--- config.mk ---
export PLATFORM = sky130hd
export DESIGN_NAME = mul_sched_flat
export DESIGN_NICKNAME = d
export VERILOG_FILES = /design/src/rtl/mul_sched_pkg.sv /design/src/rtl/mul_sched_if.sv /design/src/rtl/mul_sched_wdog.sv /design/src/rtl/mul_sched.sv /design/src/flat_wrapper.sv
export SDC_FILE = /design/constraint.sdc
export NUM_CORES = 1
export LEC_CHECK = 0
export CORE_UTILIZATION = 38
export DETAILED_ROUTE_END_ITERATION = 8
export MAX_ROUTING_LAYER = met4
export PLACE_DENSITY = 0.77
export SETUP_SLACK_MARGIN = 0.05
export SYNTH_ARGS = -nofsm -noshare
export SYNTH_HDL_FRONTEND = slang
export SYNTH_SLANG_ARGS = --single-unit
export TNS_END_PERCENT = 1
--- constraint.sdc ---
create_clock -name clk -period 2.05 [get_ports clk]
set_clock_uncertainty 0.2 [all_clocks]
set_input_delay 0.5125 -clock clk [delete_from_list [all_inputs] [get_ports clk]]
set_output_delay 0.5125 -clock clk [all_outputs]
set_load 0.01 [all_outputs]
--- src/rtl/mul_sched_pkg.sv ---
// rtl/mul_sched_pkg.sv - shared constants and FSM state encoding for mul_sched
package mul_sched_pkg;

  localparam int G_ADDR_W_DEF  = 8;
  localparam int G_DAT_DEP_DEF = 173;
  localparam int G_DAT_W_DEF   = 64;
  localparam int N_JOB_DEF     = 2;

  localparam logic [2:0] IDLE  = 3'd0;
  localparam logic [2:0] CLEAR = 3'd1;
  localparam logic [2:0] KICK  = 3'd2;
  localparam logic [2:0] WAIT  = 3'd3;
  localparam logic [2:0] NEXT  = 3'd4;
  localparam logic [2:0] FIN   = 3'd5;

  typedef enum logic [2:0] {
    ST_IDLE  = IDLE,
    ST_CLEAR = CLEAR,
    ST_KICK  = KICK,
    ST_WAIT  = WAIT,
    ST_NEXT  = NEXT,
    ST_FIN   = FIN
  } state_t;

endpackage

--- src/rtl/mul_sched_if.sv ---
// rtl/mul_sched_if.sv - control, multiplier handshake and f-RAM clear port bundle of mul_sched
interface mul_sched_if import mul_sched_pkg::*; #(
  parameter int G_ADDR_W = G_ADDR_W_DEF,
  parameter int G_DAT_W  = G_DAT_W_DEF,
  parameter int N_JOB    = N_JOB_DEF,
  parameter int JOB_W    = (N_JOB > 1) ? $clog2(N_JOB) : 1
);

  logic                start_i;
  logic [N_JOB-1:0]    job_mask_i;
  logic                abort_i;
  logic                mul_done_i;
  logic                busy_o;
  logic                done_o;
  logic                err_o;
  logic [JOB_W-1:0]    cur_job_o;
  logic [JOB_W-1:0]    h_bank_sel_o;
  logic [JOB_W-1:0]    f_bank_sel_o;
  logic                f_mux_sel_o;
  logic [G_ADDR_W-1:0] f_clr_addr_o;
  logic                f_clr_we_o;
  logic [G_DAT_W-1:0]  f_clr_dout_o;
  logic                mul_start_o;
  logic                mul_rst_b_o;

  modport master (
    input  start_i, job_mask_i, abort_i, mul_done_i,
    output busy_o, done_o, err_o, cur_job_o, h_bank_sel_o, f_bank_sel_o,
           f_mux_sel_o, f_clr_addr_o, f_clr_we_o, f_clr_dout_o,
           mul_start_o, mul_rst_b_o
  );

  modport slave (
    output start_i, job_mask_i, abort_i, mul_done_i,
    input  busy_o, done_o, err_o, cur_job_o, h_bank_sel_o, f_bank_sel_o,
           f_mux_sel_o, f_clr_addr_o, f_clr_we_o, f_clr_dout_o,
           mul_start_o, mul_rst_b_o
  );

endinterface

--- src/rtl/mul_sched_wdog.sv ---
// rtl/mul_sched_wdog.sv - saturating per-job watchdog, used only when MUL_SCHED_WDOG_EN is defined
module mul_sched_wdog #(
  parameter int W = 20
) (
  input  logic clk,
  input  logic rst,
  input  logic clr_i,
  input  logic en_i,
  output logic expired_o
);

  logic [W-1:0] cnt_q;

  always_ff @(posedge clk or posedge rst) begin
    if (rst) begin
      cnt_q <= '0;
    end else if (clr_i) begin
      cnt_q <= '0;
    end else if (en_i && !expired_o) begin
      cnt_q <= cnt_q + W'(1);
    end
  end

  assign expired_o = &cnt_q;

endmodule

--- src/rtl/mul_sched.sv ---
// rtl/mul_sched.sv - BIKE KeyGen multiplier job scheduler: bank select, f-bank clear, kick and wait
// Optional watchdog on the multiplier done pulse is built in when MUL_SCHED_WDOG_EN is defined.
module mul_sched import mul_sched_pkg::*; #(
  parameter int G_ADDR_W  = G_ADDR_W_DEF,
  parameter int G_DAT_DEP = G_DAT_DEP_DEF,
  parameter int G_DAT_W   = G_DAT_W_DEF,
  parameter int N_JOB     = N_JOB_DEF,
  parameter int JOB_W     = (N_JOB > 1) ? $clog2(N_JOB) : 1,
  parameter int WDOG_W    = 20
) (
  input logic         clk,
  input logic         rst,
  mul_sched_if.master bus
);

  localparam logic [G_ADDR_W-1:0] LAST_ADDR = G_ADDR_W'(G_DAT_DEP - 1);

  state_t              state_q;
  logic [N_JOB-1:0]    mask_q;
  logic [JOB_W-1:0]    job_q;
  logic                busy_q;
  logic                done_q;
  logic                err_q;
  logic                mux_q;
  logic                we_q;
  logic [G_ADDR_W-1:0] addr_q;
  logic                mstart_q;
  logic                mrst_b_q;
  logic                wdog_exp;
  logic [JOB_W:0]      first_job;
  logic [JOB_W:0]      next_job;

  // MSB of the result flags "found"; the lowest set bit at or above lo wins.
  function automatic logic [JOB_W:0] find_job(input logic [N_JOB-1:0] mask,
                                              input logic [JOB_W:0]   lo);
    logic [JOB_W:0] res;
    res = '0;
    for (int i = N_JOB - 1; i >= 0; i--) begin
      if (mask[i] && (i >= int'(lo))) res = {1'b1, JOB_W'(i)};
    end
    return res;
  endfunction

  assign first_job = find_job(bus.job_mask_i, '0);
  assign next_job  = find_job(mask_q, {1'b0, job_q} + (JOB_W + 1)'(1));

`ifdef MUL_SCHED_WDOG_EN
  mul_sched_wdog #(.W(WDOG_W)) u_wdog (
    .clk       (clk),
    .rst       (rst),
    .clr_i     (state_q == ST_KICK),
    .en_i      (state_q == ST_WAIT),
    .expired_o (wdog_exp)
  );
`else
  logic unused_wdog;
  assign unused_wdog = ^WDOG_W;
  assign wdog_exp    = 1'b0;
`endif

  always_ff @(posedge clk or posedge rst) begin
    if (rst) begin
      state_q  <= ST_IDLE;
      mask_q   <= '0;
      job_q    <= '0;
      busy_q   <= 1'b0;
      done_q   <= 1'b0;
      err_q    <= 1'b0;
      mux_q    <= 1'b0;
      we_q     <= 1'b0;
      addr_q   <= '0;
      mstart_q <= 1'b0;
      mrst_b_q <= 1'b1;
    end else begin
      done_q   <= 1'b0;
      mstart_q <= 1'b0;
      mrst_b_q <= 1'b1;
      if (bus.abort_i && (state_q != ST_IDLE)) begin
        state_q  <= ST_IDLE;
        busy_q   <= 1'b0;
        mux_q    <= 1'b0;
        we_q     <= 1'b0;
        addr_q   <= '0;
        mrst_b_q <= 1'b0;
      end else begin
        unique case (state_q)
          ST_IDLE: begin
            if (bus.start_i && !bus.abort_i) begin
              mask_q <= bus.job_mask_i;
              err_q  <= 1'b0;
              busy_q <= 1'b1;
              if (first_job[JOB_W]) begin
                job_q   <= first_job[JOB_W-1:0];
                mux_q   <= 1'b1;
                we_q    <= 1'b1;
                addr_q  <= '0;
                state_q <= ST_CLEAR;
              end else begin
                done_q  <= 1'b1;
                state_q <= ST_FIN;
              end
            end
          end
          ST_CLEAR: begin
            if (addr_q == LAST_ADDR) begin
              we_q     <= 1'b0;
              addr_q   <= '0;
              mux_q    <= 1'b0;
              mstart_q <= 1'b1;
              state_q  <= ST_KICK;
            end else begin
              addr_q <= addr_q + G_ADDR_W'(1);
            end
          end
          ST_KICK: state_q <= ST_WAIT;
          ST_WAIT: begin
            // A done pulse in the expiry cycle still counts as success.
            if (bus.mul_done_i) begin
              state_q <= ST_NEXT;
            end else if (wdog_exp) begin
              err_q    <= 1'b1;
              mrst_b_q <= 1'b0;
              done_q   <= 1'b1;
              state_q  <= ST_FIN;
            end
          end
          ST_NEXT: begin
            if (next_job[JOB_W]) begin
              job_q   <= next_job[JOB_W-1:0];
              mux_q   <= 1'b1;
              we_q    <= 1'b1;
              addr_q  <= '0;
              state_q <= ST_CLEAR;
            end else begin
              done_q  <= 1'b1;
              state_q <= ST_FIN;
            end
          end
          ST_FIN: begin
            busy_q  <= 1'b0;
            state_q <= ST_IDLE;
          end
          default: state_q <= ST_IDLE;
        endcase
      end
    end
  end

  assign bus.busy_o       = busy_q;
  assign bus.done_o       = done_q;
  assign bus.err_o        = err_q;
  assign bus.cur_job_o    = job_q;
  assign bus.h_bank_sel_o = job_q;
  assign bus.f_bank_sel_o = job_q;
  assign bus.f_mux_sel_o  = mux_q;
  assign bus.f_clr_addr_o = addr_q;
  assign bus.f_clr_we_o   = we_q;
  assign bus.f_clr_dout_o = '0;
  assign bus.mul_start_o  = mstart_q;
  assign bus.mul_rst_b_o  = mrst_b_q;

endmodule

--- src/flat_wrapper.sv ---
// flat-port wrapper written by rule: the top's interface ports become plain ports
module mul_sched_flat import mul_sched_pkg::*;
#(
  parameter int G_ADDR_W  = G_ADDR_W_DEF,
  parameter int G_DAT_DEP = G_DAT_DEP_DEF,
  parameter int G_DAT_W   = G_DAT_W_DEF,
  parameter int N_JOB     = N_JOB_DEF,
  parameter int JOB_W     = (N_JOB > 1) ? $clog2(N_JOB) : 1,
  parameter int WDOG_W    = 20
)
  (clk, rst, bus_start_i, bus_job_mask_i, bus_abort_i, bus_mul_done_i, bus_busy_o, bus_done_o, bus_err_o, bus_cur_job_o, bus_h_bank_sel_o, bus_f_bank_sel_o, bus_f_mux_sel_o, bus_f_clr_addr_o, bus_f_clr_we_o, bus_f_clr_dout_o, bus_mul_start_o, bus_mul_rst_b_o);
  mul_sched_if #(.G_ADDR_W(G_ADDR_W), .G_DAT_W(G_DAT_W), .N_JOB(N_JOB), .JOB_W(JOB_W)) bus_i ();
  input logic clk;
  input logic rst;
  input wire logic [$bits(bus_i.start_i)-1:0] bus_start_i;
  input wire logic [$bits(bus_i.job_mask_i)-1:0] bus_job_mask_i;
  input wire logic [$bits(bus_i.abort_i)-1:0] bus_abort_i;
  input wire logic [$bits(bus_i.mul_done_i)-1:0] bus_mul_done_i;
  output wire logic [$bits(bus_i.busy_o)-1:0] bus_busy_o;
  output wire logic [$bits(bus_i.done_o)-1:0] bus_done_o;
  output wire logic [$bits(bus_i.err_o)-1:0] bus_err_o;
  output wire logic [$bits(bus_i.cur_job_o)-1:0] bus_cur_job_o;
  output wire logic [$bits(bus_i.h_bank_sel_o)-1:0] bus_h_bank_sel_o;
  output wire logic [$bits(bus_i.f_bank_sel_o)-1:0] bus_f_bank_sel_o;
  output wire logic [$bits(bus_i.f_mux_sel_o)-1:0] bus_f_mux_sel_o;
  output wire logic [$bits(bus_i.f_clr_addr_o)-1:0] bus_f_clr_addr_o;
  output wire logic [$bits(bus_i.f_clr_we_o)-1:0] bus_f_clr_we_o;
  output wire logic [$bits(bus_i.f_clr_dout_o)-1:0] bus_f_clr_dout_o;
  output wire logic [$bits(bus_i.mul_start_o)-1:0] bus_mul_start_o;
  output wire logic [$bits(bus_i.mul_rst_b_o)-1:0] bus_mul_rst_b_o;
  assign bus_i.start_i = bus_start_i;
  assign bus_i.job_mask_i = bus_job_mask_i;
  assign bus_i.abort_i = bus_abort_i;
  assign bus_i.mul_done_i = bus_mul_done_i;
  assign bus_busy_o = bus_i.busy_o;
  assign bus_done_o = bus_i.done_o;
  assign bus_err_o = bus_i.err_o;
  assign bus_cur_job_o = bus_i.cur_job_o;
  assign bus_h_bank_sel_o = bus_i.h_bank_sel_o;
  assign bus_f_bank_sel_o = bus_i.f_bank_sel_o;
  assign bus_f_mux_sel_o = bus_i.f_mux_sel_o;
  assign bus_f_clr_addr_o = bus_i.f_clr_addr_o;
  assign bus_f_clr_we_o = bus_i.f_clr_we_o;
  assign bus_f_clr_dout_o = bus_i.f_clr_dout_o;
  assign bus_mul_start_o = bus_i.mul_start_o;
  assign bus_mul_rst_b_o = bus_i.mul_rst_b_o;
  mul_sched #(.G_ADDR_W(G_ADDR_W), .G_DAT_DEP(G_DAT_DEP), .G_DAT_W(G_DAT_W), .N_JOB(N_JOB), .JOB_W(JOB_W), .WDOG_W(WDOG_W)) u_core (.clk(clk), .rst(rst), .bus(bus_i));
endmodule
==> metrics.md, run 1 <==
| Metric | Value |
|---|---|
| Status | `complete, no violations` |
| Dpl ws | `-0.2293 ns` |
| Die Y | `65.62 um` |
| Slack of the critical path | `0.1073 ns` |
| Vias per inst | `4.268` |
| Leak | `0.8751 nW` |
| Pwr Total | `1.661 mW` |
| RSZ-0062 raised after global routing | `no` |
| Ys flop type | `dfrtp_1` |
| Final setup fails | `0` |
| Reg clk slew, reported paths | `0.07 ns` |
| Drt wl/cell | `10.41 um` |
| Initial antenna violation count | `0` |
| Async SR Flop Fraction | `1.000` |
| Fin cells | `257` |
| Crit-path cells | `clkdlybuf4s50_1 > buf_4 > nand2b_1 > o21ai_1 > o22ai_1 > a221o_1` |
| Crit-path slowest cell | `clkdlybuf4s50_1` |
| Max incr delay on CP | `0.47 ns` |
| Pins Over Slew Limit | `0` |
| Number of distinct library cells after synthesis | `43` |
| N_diodes | `0` |
| Worst-skew pair later-pin latency | `0.25 ns` |
| TritonCTS clock tree | `yes` |
| Clock Path Buffers | `2` |
| Global Route Usage Sum | `0.1320` |
| WP data required | `1.99 ns` |
| Largest net degree at the start of global routing | `12` |
| Drt first pass iters | `4` |
| Vias in the first global route | `923` |
| Crit share post-route | `0.9477` |
| Post-synthesis cell area | `1538 um2` |
| Core area | `3771 um2` |
| Cell Pwr Density | `959.3 nW/um2` |
| DR vias | `1097` |
| Total die area | `4305 um2` |
| Worst vdd ir | `0.3472 mV` |
| Worst R2R Setup Slack | `0.18 ns` |
| CP Launch Type | `input pin` |
| Flops & latches, synth | `18` |
| # nets final | `219` |
| Starting Density | `0.4078` |
| H-Tree Depth | `1` |
| Crit path max-delay family | `compound AO/OA/AOI/OAI gates` |
| Max cap viols | `0` |
| Mapped Cells | `175` |
| Largest fanout on the critical path | `3` |
| Comb pwr share | `0.490` |
| Worst Path Arrival | `1.88 ns` |
| CTS root buf | `clkbuf_8` |
| Antenna Nets Post-Route | `0` |
| Fin crit period | `1.943 ns` |
| Flop pwr share | `0.336` |
| Dpl cells | `253` |
| Placer congestion estimate | `0.8272` |
| Syn avg cell area | `8.787 um2` |
| Internal cell power | `1.021 mW` |
| Iteration-0 DRC count of the detailed router | `36` |
| Row cnt | `22` |
| Die extent in x | `65.62 um` |
| Crit Path Class | `in -> reg` |
| Sink count of the clock tree | `18` |
| PortBufs | `23` |
| CTS buffer count | `3` |
| DP HPWL | `2.091 mm` |
| Buf+Inv Stages, Crit Path | `2` |
| Hold Crit Class | `in -> async` |
| Area delta synth->final | `12.61%` |
| DRT Wirelength | `2.676 mm` |
| Switching part of the total | `0.3852` |
| Layout cell share with drive strength beyond 1 | `0.1722` |
| I/O Pins | `89` |
| First-pass GRT wire length | `4.181 mm` |
| Clk pwr share | `0.174` |
| Sequential area share after synthesis | `0.2937` |
| Post-CTS setup buffer count | `0` |
| Warnings from Yosys | `0` |
| Kind of end point of the critical path | `flop` |
| Final hold viol count | `0` |
| GR Overflow Total | `0` |
| P_sw | `639.8 uW` |
| Residual DRC count | `0` |
| Post-Route Setup TNS | `0 ns` |
| Fmax | `514.7 MHz` |
| Hold_ws | `0.3133 ns` |
| Post-synth EDFFs | `0` |
-- worst register-to-register path: cells and delay by family (launching register included) --
family / cells / cell delay (ns)
AO/OA/AOI/OAI: 3 / 0.71
flip-flops: 1 / 0.46
AND/OR/NAND/NOR: 1 / 0.40
-- cells in the mapped netlist, types with 2 or more instances --
library cell / count / area [um2]
nor3_1: 3 / 15.01
mux2_2: 2 / 22.52
and3_1: 4 / 25.02
buf_2: 3 / 15.01
nand4_1: 2 / 12.51
buf_4: 68 / 510.5
and2_1: 3 / 18.77
nand2_1: 5 / 18.77
nor2b_1: 5 / 31.28
nand2b_1: 5 / 31.28
o21ai_0: 7 / 35.03
ha_1: 2 / 25.02
a31oi_1: 3 / 18.77
a21oi_1: 5 / 25.02
o22ai_1: 3 / 18.77
or2_2: 2 / 12.51
dfrtp_1: 17 / 425.4
nor2_1: 5 / 18.77
nand3_1: 3 / 15.01
inv_1: 5 / 18.77
-- placed cells by master (no fill, tap or decap), types with 2 or more instances in the layout --
| cell | netlist | layout |
|---|---|---|
| dlymetal6s2s_1 | 0 | 4 |
| or2_2 | 2 | 2 |
| a31oi_1 | 3 | 3 |
| nand2_1 | 5 | 5 |
| a21oi_1 | 5 | 5 |
| and3_1 | 4 | 4 |
| conb_1 | 1 | 65 |
| o22ai_1 | 3 | 3 |
| buf_4 | 68 | 14 |
| o21ai_0 | 7 | 7 |
| dfrtp_1 | 17 | 12 |
| and2_1 | 3 | 3 |
| nand2b_1 | 5 | 5 |
| mux2_2 | 2 | 2 |
| nor3_1 | 3 | 3 |
| nor2_1 | 5 | 5 |
| nand4_1 | 2 | 2 |
| inv_1 | 5 | 5 |
| nand3_1 | 3 | 3 |
| clkbuf_8 | 0 | 4 |
| clkdlybuf4s50_1 | 0 | 19 |
| nor2b_1 | 5 | 5 |
| ha_1 | 2 | 2 |
| dfrtp_2 | 0 | 5 |
-- stage by stage --
stage	cell area [um2]	util
floorplan	1778	-
global placement	1648	0.4370
detailed placement	1648	0.4370
CTS	1704	0.4519
global route	1732	0.4592
finish	1732	0.4592
-- cells by family (layout without fill, tap and decap cells) --
family,Yosys count,in the layout,share of synthesized area
fa+ha+maj,2,2,0.01627
compound gates,33,33,0.1457
simple gates,42,42,0.1668
flops,18,18,0.2937
mux,3,3,0.02115
buf+inv,76,46,0.3539
other cells,1,65,0.002439
-- metal layers --
layer,share of wire,track usage
met1,0.43,0.1511
met2,0.51,0.2268
met3,0.051,0.01563
met4,0.011,0.06522
met5,0,-
-- flip-flops by register name (all words and copies together) (netlist names) --
signal / count
u_core.bus.busy_o: 1
u_core.bus.cur_job_o: 1
u_core.bus.done_o: 1
u_core.bus.f_clr_addr_o: 8
u_core.bus.f_mux_sel_o: 1
u_core.bus.mul_rst_b_o: 1
u_core.bus.mul_start_o: 1
u_core.mask_q: 1
u_core.state_q: 3
-- power groups by stage --
stage          combinational [mW]  sequential, mW  clock [mW]
2_1_floorplan               0.574           0.561           0
3_3_place_gp                0.778           0.557           0
3_5_place_dp                0.798           0.565           0
4_1_cts                     0.803           0.559       0.300
5_1_grt                     0.891           0.576       0.325
6_report                    0.815           0.558       0.288
-- cell type report --
type / count / area (um2)
well taps: 48 / 60.06
repair buffers: 37 / 345.3
flip-flops and latches: 18 / 457.9
clock buffers: 4 / 55.05
fillers: 383 / 2039
inverters: 5 / 18.77
multi-input cells: 145 / 794.5
-- worst paths after layout --
path | start | end | cells past startpoint
max | bus_start_i | u_core.bus.f_clr_addr_o[7] | 6
min | rst | u_core.bus.f_clr_addr_o[7] | 2
max reg2reg | u_core.state_q[0] | u_core.bus.f_clr_addr_o[7] | 4
min reg2reg | u_core.mask_q[1] | u_core.mask_q[1] | 1
max in group asynchronous | rst | u_core.bus.f_clr_addr_o[1] | 3
min in group clk | u_core.mask_q[1] | u_core.mask_q[1] | 1
-- repair_timing --
action	4_1_cts	5_1_grt
cloned	0	0
hold buffers	0	0
gates resized for setup	1	12
setup endpoints to repair	6	18
pin swaps	0	1
Power figures use the tool's default switching activity.
==> inputs of run 2 (changes only) <==
--- a/config.mk
+++ b/config.mk
@@ -5,11 +5,11 @@
 export SDC_FILE = /design/constraint.sdc
 export NUM_CORES = 1
 export LEC_CHECK = 0
+export CAP_MARGIN = 20
 export CORE_UTILIZATION = 38
 export DETAILED_ROUTE_END_ITERATION = 8
 export MAX_ROUTING_LAYER = met4
 export PLACE_DENSITY = 0.77
-export SETUP_SLACK_MARGIN = 0.05
 export SYNTH_ARGS = -nofsm -noshare
 export SYNTH_HDL_FRONTEND = slang
 export SYNTH_SLANG_ARGS = --single-unit
==> run 2 against run 1 <==
- via count decreased by 1.3%
- clock power about the same
- register-to-register slack is essentially flat
- critical endpoint is now bus_mul_rst_b_o
- combinational power down 1%
- cell count did not move
- clock-buffer cell count unchanged
- cell area decreased by 0.87%
- utilization decreased by 0.40 points
- die area stayed put
- fmax fell by 2.5%
- sequential cell count stayed put
==> metrics.md, run 2 (synthesis results as in run 1) <==
| Metric | Value |
|---|---|
| Max cap viols | `0 (unchanged)` |
| Most frequent cells in the layout | `conb_1, clkdlybuf4s50_1, buf_4, dfrtp_1, o21ai_0` |
| Crit share post-route | `0.9721 (+0.02443)` |
| Max incr delay on CP | `0.52 ns (+0.05 ns)` |
| Stages on worst setup path | `1 (-5)` |
| Final hold viol count | `0 (unchanged)` |
| DR vias | `1083 (-1.3%)` |
| Post-Layout Inst Area | `1717 um2 (-0.87%)` |
| Status | `complete, no violations` |
| Worst r2r path cells | `4 (unchanged)` |
| Commonest non-fill, non-tap cell in the layout | `conb_1` |
| Reg clk slew, reported paths | `0.07 ns (about the same)` |
| N_diodes | `0 (unchanged)` |
| TritonCTS clock tree | `yes` |
| Post-CTS setup buffer count | `0 (unchanged)` |
| Largest fanout on the critical path | `1 (-2)` |
| Worst-skew pair later-pin latency | `0.25 ns (about the same)` |
| CTS root buf | `clkbuf_8` |
| Pins Over Slew Limit | `0 (unchanged)` |
| Cell Pwr Density | `964.7 nW/um2 (+0.57%)` |
| Die extent in x | `65.62 um (unchanged)` |
| Placement Cell Area | `1648 um2 (unchanged)` |
| Total die area | `4305 um2 (unchanged)` |
| Core area | `3771 um2 (unchanged)` |
| Initial antenna violation count | `0 (unchanged)` |
| Worst vdd ir | `0.3583 mV (+3.2%)` |
| Drt first pass iters | `4 (unchanged)` |
| Row cnt | `22 (unchanged)` |
| First-pass GRT wire length | `4.181 mm (unchanged)` |
| RSZ-0062 raised after global routing | `no` |
| DRT Wirelength | `2.656 mm (-0.75%)` |
| Worst Path Arrival | `1.28 ns (-0.60 ns)` |
| Crit-path cells | `clkdlybuf4s50_1` |
| WP data required | `1.34 ns (-0.65 ns)` |
| Kind of end point of the critical path | `output pin` |
| Area delta synth->final | `11.64%` |
| Layout cell share with drive strength beyond 1 | `0.1579 (-0.01435)` |
| CP Launch Type | `flop` |
| Drt wl/cell | `10.33 um (-0.75%)` |
| H-Tree Depth | `1 (unchanged)` |
| Buf+Inv Stages, Crit Path | `1 (-1)` |
| Placer congestion estimate | `0.8272 (unchanged)` |
| Crit-path slowest cell | `clkdlybuf4s50_1` |
| Global Route Usage Sum | `0.1320 (unchanged)` |
| I/O Pins | `89 (unchanged)` |
| Final setup fails | `0 (unchanged)` |
| Leak | `0.8444 nW (-3.5%)` |
| # nets final | `219 (unchanged)` |
| Vias in the first global route | `923 (unchanged)` |
| Sink count of the clock tree | `18 (unchanged)` |
| Clock Path Buffers | `2 (unchanged)` |
| GR Overflow Total | `0 (unchanged)` |
| Antenna Nets Post-Route | `0 (unchanged)` |
| Crit Path Class | `reg -> out` |
| Starting Density | `0.4078 (unchanged)` |
| Max reg flops | `8 (unchanged)` |
| PortBufs | `23 (unchanged)` |
| Fmax | `501.8 MHz (-2.5%)` |
| Hold Crit Class | `in -> async` |
| Die Y | `65.62 um (unchanged)` |
| Residual DRC count | `0 (unchanged)` |
| DP HPWL | `2.091 mm (unchanged)` |
| Crit path max-delay family | `buffers and inverters` |
| CTS buffer count | `3 (unchanged)` |
| Util after Layout | `0.4552 (-0.003981)` |
| Fin crit period | `1.993 ns (+0.05008 ns)` |
| Vias per inst | `4.214 (-1.3%)` |
| Iteration-0 DRC count of the detailed router | `34 (-5.6%)` |
| Largest net degree at the start of global routing | `12 (unchanged)` |
==> run 2: per-layer routing <==
metal | vias to the layer above | share of wire | global-route usage | wire length (um)
met3 | 2 | 0.045 | 0.01563 | 119
met2 | 50 | 0.50 | 0.2268 | 1339
li1 | 542 | - | - | -
met4 | 0 | 0.011 | 0.06522 | 30
met1 | 489 | 0.44 | 0.1511 | 1167
met5 | - | 0 | - | 0
==> run 2: power breakdown <==
group | internal [mW] | switching [mW]
clock | 0.170 | 0.118
sequential | 0.450 | 0.110
combinational | 0.400 | 0.407
==> run 2: timing repair <==
action	in CTS	in global routing
hold buffers	0	0
resized for setup	0	7
setup endpoints to repair	0	10
==> run 2: area by class of cell <==
cell class / instances / area (um2)
multi-input combinational: 145 / 788.3
timing repair buffer: 37 / 337.8
tap: 48 / 60.06
sequential: 18 / 456.7
inverter: 5 / 18.77
clock buffer: 4 / 55.05
fill: 382 / 2054
==> run 2: final timing paths <==
check | from | to | slack (ns)
worst max-delay path | u_core.bus.mul_rst_b_o | bus_mul_rst_b_o | 0.06
worst min-delay path | rst | u_core.state_q[2] | 0.31
worst max register to register | u_core.state_q[0] | u_core.bus.f_clr_addr_o[7] | 0.17
worst min register to register | u_core.mask_q[1] | u_core.mask_q[1] | 0.33
max in group asynchronous | rst | u_core.bus.f_clr_addr_o[3] | 0.87
min in group clk | u_core.mask_q[1] | u_core.mask_q[1] | 0.33
==> run 2: through the flow <==
stage | setup TNS [ns] | power, mW | std cells | hold slack, ns | setup WS (ns)
2_1_floorplan | 0 | 1.135 | 239 | 0.2503 | 0.2701
3_3_place_gp | -1.821 | 1.336 | 253 | 0.2972 | -0.1988
3_5_place_dp | -2.190 | 1.363 | 253 | 0.3132 | -0.2293
4_1_cts | 0 | 1.661 | 257 | 0.3250 | 0.02354
5_1_grt | 0 | 1.788 | 257 | 0.3315 | 0.004721
6_report | 0 | 1.656 | 257 | 0.3132 | 0.05720
==> inputs of run 3 (changes only) <==
--- a/config.mk
+++ b/config.mk
@@ -6,10 +6,10 @@
 export NUM_CORES = 1
 export LEC_CHECK = 0
 export CAP_MARGIN = 20
-export CORE_UTILIZATION = 38
+export CORE_UTILIZATION = 41
 export DETAILED_ROUTE_END_ITERATION = 8
 export MAX_ROUTING_LAYER = met4
-export PLACE_DENSITY = 0.77
+export PLACE_DENSITY = 0.83
 export SYNTH_ARGS = -nofsm -noshare
 export SYNTH_HDL_FRONTEND = slang
 export SYNTH_SLANG_ARGS = --single-unit
==> constraint.sdc (replaced) <==
create_clock -name clk -period 2.4 [get_ports clk]
set_clock_uncertainty 0.2 [all_clocks]
set_input_delay 0.6 -clock clk [delete_from_list [all_inputs] [get_ports clk]]
set_output_delay 0.6 -clock clk [all_outputs]
set_load 0.01 [all_outputs]
==> run 3 against run 2 <==
- non-clock buffer count shrank 8
- sequential power shrank 12%
- register-to-register slack gained 0.29 ns
- power shrank 18%
- cell count shrank 3.9%
- cell area shrank 4.4%
- via count grew 2.3%
- utilization grew 1.8 points
- first-iteration DRC count grew 74%
- setup slack gained 0.20 ns
- hold slack gained 0.00061 ns
==> metrics.md, run 3 (synthesis results as in run 1) <==
| Metric | Value |
|---|---|
| Status | `complete, no violations` |
| CTS root buf | `clkbuf_8` |
| Cell Pwr Density | `832.7 nW/um2 (-14%)` |
| Drt first pass iters | `4 (unchanged)` |
| Vias in the first global route | `891 (-3.5%)` |
| Reg clk slew, reported paths | `0.07 ns (about the same)` |
| Max cap viols | `0 (unchanged)` |
| Sink count of the clock tree | `18 (unchanged)` |
| Buf+Inv Stages, Crit Path | `1 (unchanged)` |
| I/O Pins | `89 (unchanged)` |
| Total die area | `3999 um2 (-7.1%)` |
| WP data required | `1.60 ns (+0.26 ns)` |
| Placer congestion estimate | `0.8378 (+1.3%)` |
| Drt wl/cell | `9.972 um (-3.5%)` |
| Area delta synth->final | `6.672%` |
| Crit-path slowest cell | `clkdlybuf4s50_1` |
| Die Y | `63.24 um (-3.6%)` |
| Crit path max-delay family | `buffers and inverters` |
| Slew margin rel. | `0.6340` |
| Max incr delay on CP | `0.59 ns (+0.07 ns)` |
| Die extent in x | `63.24 um (-3.6%)` |
| Util after Layout | `0.4729 (+0.01774)` |
| # nets final | `211 (-3.7%)` |
| Most frequent cells in the layout | `conb_1, clkdlybuf4s50_1, dfrtp_1, o21ai_0, buf_4` |
| Post-CTS Resized | `0 (unchanged)` |
| Crit Path Class | `reg -> out` |
| DR vias | `1108 (+2.3%)` |
| Max reg flops | `8 (unchanged)` |
| Global Route Usage Sum | `0.1290 (-0.002910)` |
| Worst vdd ir | `0.2533 mV (-29%)` |
| Initial antenna violation count | `0 (unchanged)` |
| Leak | `0.8012 nW (-5.1%)` |
| TritonCTS clock tree | `yes` |
| First-pass GRT wire length | `4.008 mm (-4.1%)` |
| Pins Over Slew Limit | `0 (unchanged)` |
| GR Overflow Total | `0 (unchanged)` |
| Crit-path cells | `clkdlybuf4s50_1` |
| Layout cell share with drive strength beyond 1 | `0.09950 (-0.05839)` |
| Final setup fails | `0 (unchanged)` |
| Worst-skew pair later-pin latency | `0.26 ns (about the same)` |
| N_diodes | `0 (unchanged)` |
| CP Launch Type | `flop` |
| Kind of end point of the critical path | `output pin` |
| H-Tree Depth | `1 (unchanged)` |
| Clock Path Buffers | `2 (unchanged)` |
| Iteration-0 DRC count of the detailed router | `59 (+74%)` |
| Fin crit period | `2.146 ns` |
| Final hold viol count | `0 (unchanged)` |
| Largest net degree at the start of global routing | `19 (+7)` |
| DP HPWL | `1.893 mm (-9.5%)` |
| Commonest non-fill, non-tap cell in the layout | `conb_1` |
| Worst Path Arrival | `1.35 ns (+0.07 ns)` |
| Core area | `3468 um2 (-8.0%)` |
| CTS buffer count | `3 (unchanged)` |
| Starting Density | `0.4434 (+0.03560)` |
| DRT Wirelength | `2.463 mm (-7.3%)` |
| Fmax | `465.9 MHz` |
| Hold Crit Class | `reg -> reg` |
| Post-Route Setup TNS | `0 ns (unchanged)` |
| Crit share post-route | `0.8943` |
| Worst-margin pin slew | `0.5490 ns` |
| Residual DRC count | `0 (unchanged)` |
| RSZ-0062 raised after global routing | `no` |
| Vias per inst | `4.486 (+6.5%)` |
| Largest fanout on the critical path | `7 (+6)` |
| Post-CTS Hold Fix Bufs | `0 (unchanged)` |
| Antenna Nets Post-Route | `0 (unchanged)` |
| Post-CTS setup buffer count | `0 (unchanged)` |
| PortBufs | `23 (unchanged)` |
| Row cnt | `21 (-4.5%)` |
[run 3: changes by cell type in the layout (fill, tap and decap cells not counted)]
| cell | change |
|---|---|
| a211oi_1 | +1 |
| dlymetal6s2s_1 | -1 |
| clkdlybuf4s50_1 | +1 |
| a2111oi_1 | -1 |
| dfrtp_1 | +4 |
| a211oi_2 | -1 |
| a2111oi_0 | +1 |
| buf_4 | -8 |
| dfrtp_2 | -4 |
[run 3: worst paths after layout]
check | startpoint | to | cells past startpoint | slack, ns
hold reg to reg | u_core.mask_q[1] | u_core.mask_q[1] | 1 | 0.31
setup / recovery | u_core.bus.f_clr_addr_o[0] | bus_f_clr_addr_o[0] | 1 | 0.25
hold / removal | u_core.mask_q[1] | u_core.mask_q[1] | 1 | 0.31
max in group asynchronous | rst | u_core.bus.mul_rst_b_o | 3 | 1.30
setup reg to reg | u_core.state_q[2] | u_core.bus.cur_job_o | 4 | 0.46
min in group asynchronous | rst | u_core.bus.f_clr_addr_o[6] | 3 | 0.45
[run 3: final cells by class]
cell class                      instances  area [um2]
Tap cell                               46       57.56
Multi-Input combinational cell        145       782.0
Timing Repair Buffer                   29       275.3
Inverter                                5       18.77
Fill cell                             339        1828
Clock buffer                            4       55.05
Sequential cell                        18       451.7
[run 3: metrics by stage]
stage | power (mW) | hold slack, ns | setup WS [ns] | area (um2) | std cells
2_1_floorplan | 0.9694 | 0.2845 | 0.6074 | 1778 | 239
3_3_place_gp | 1.101 | 0.2968 | 0.02681 | 1585 | 243
5_1_grt | 1.459 | 0.3685 | 0.1452 | 1640 | 247
4_1_cts | 1.369 | 0.3179 | 0.2629 | 1640 | 247
3_5_place_dp | 1.116 | 0.3020 | 0.01877 | 1585 | 243
6_report | 1.366 | 0.3138 | 0.2536 | 1640 | 247
[run 3: power breakdown]
part	internal, mW	total (mW)	switching [mW]	leakage, nW
clock network	0.146	0.250	0.104	0.0288
registers	0.383	0.496	0.113	0.237
logic	0.307	0.620	0.312	0.536
[run 3: metal layers]
metal	global-route usage	part of all wire
met4	0.06818	0.019
met1	0.1512	0.40
met5	-	0
met3	0.01630	0.087
met2	0.2151	0.50
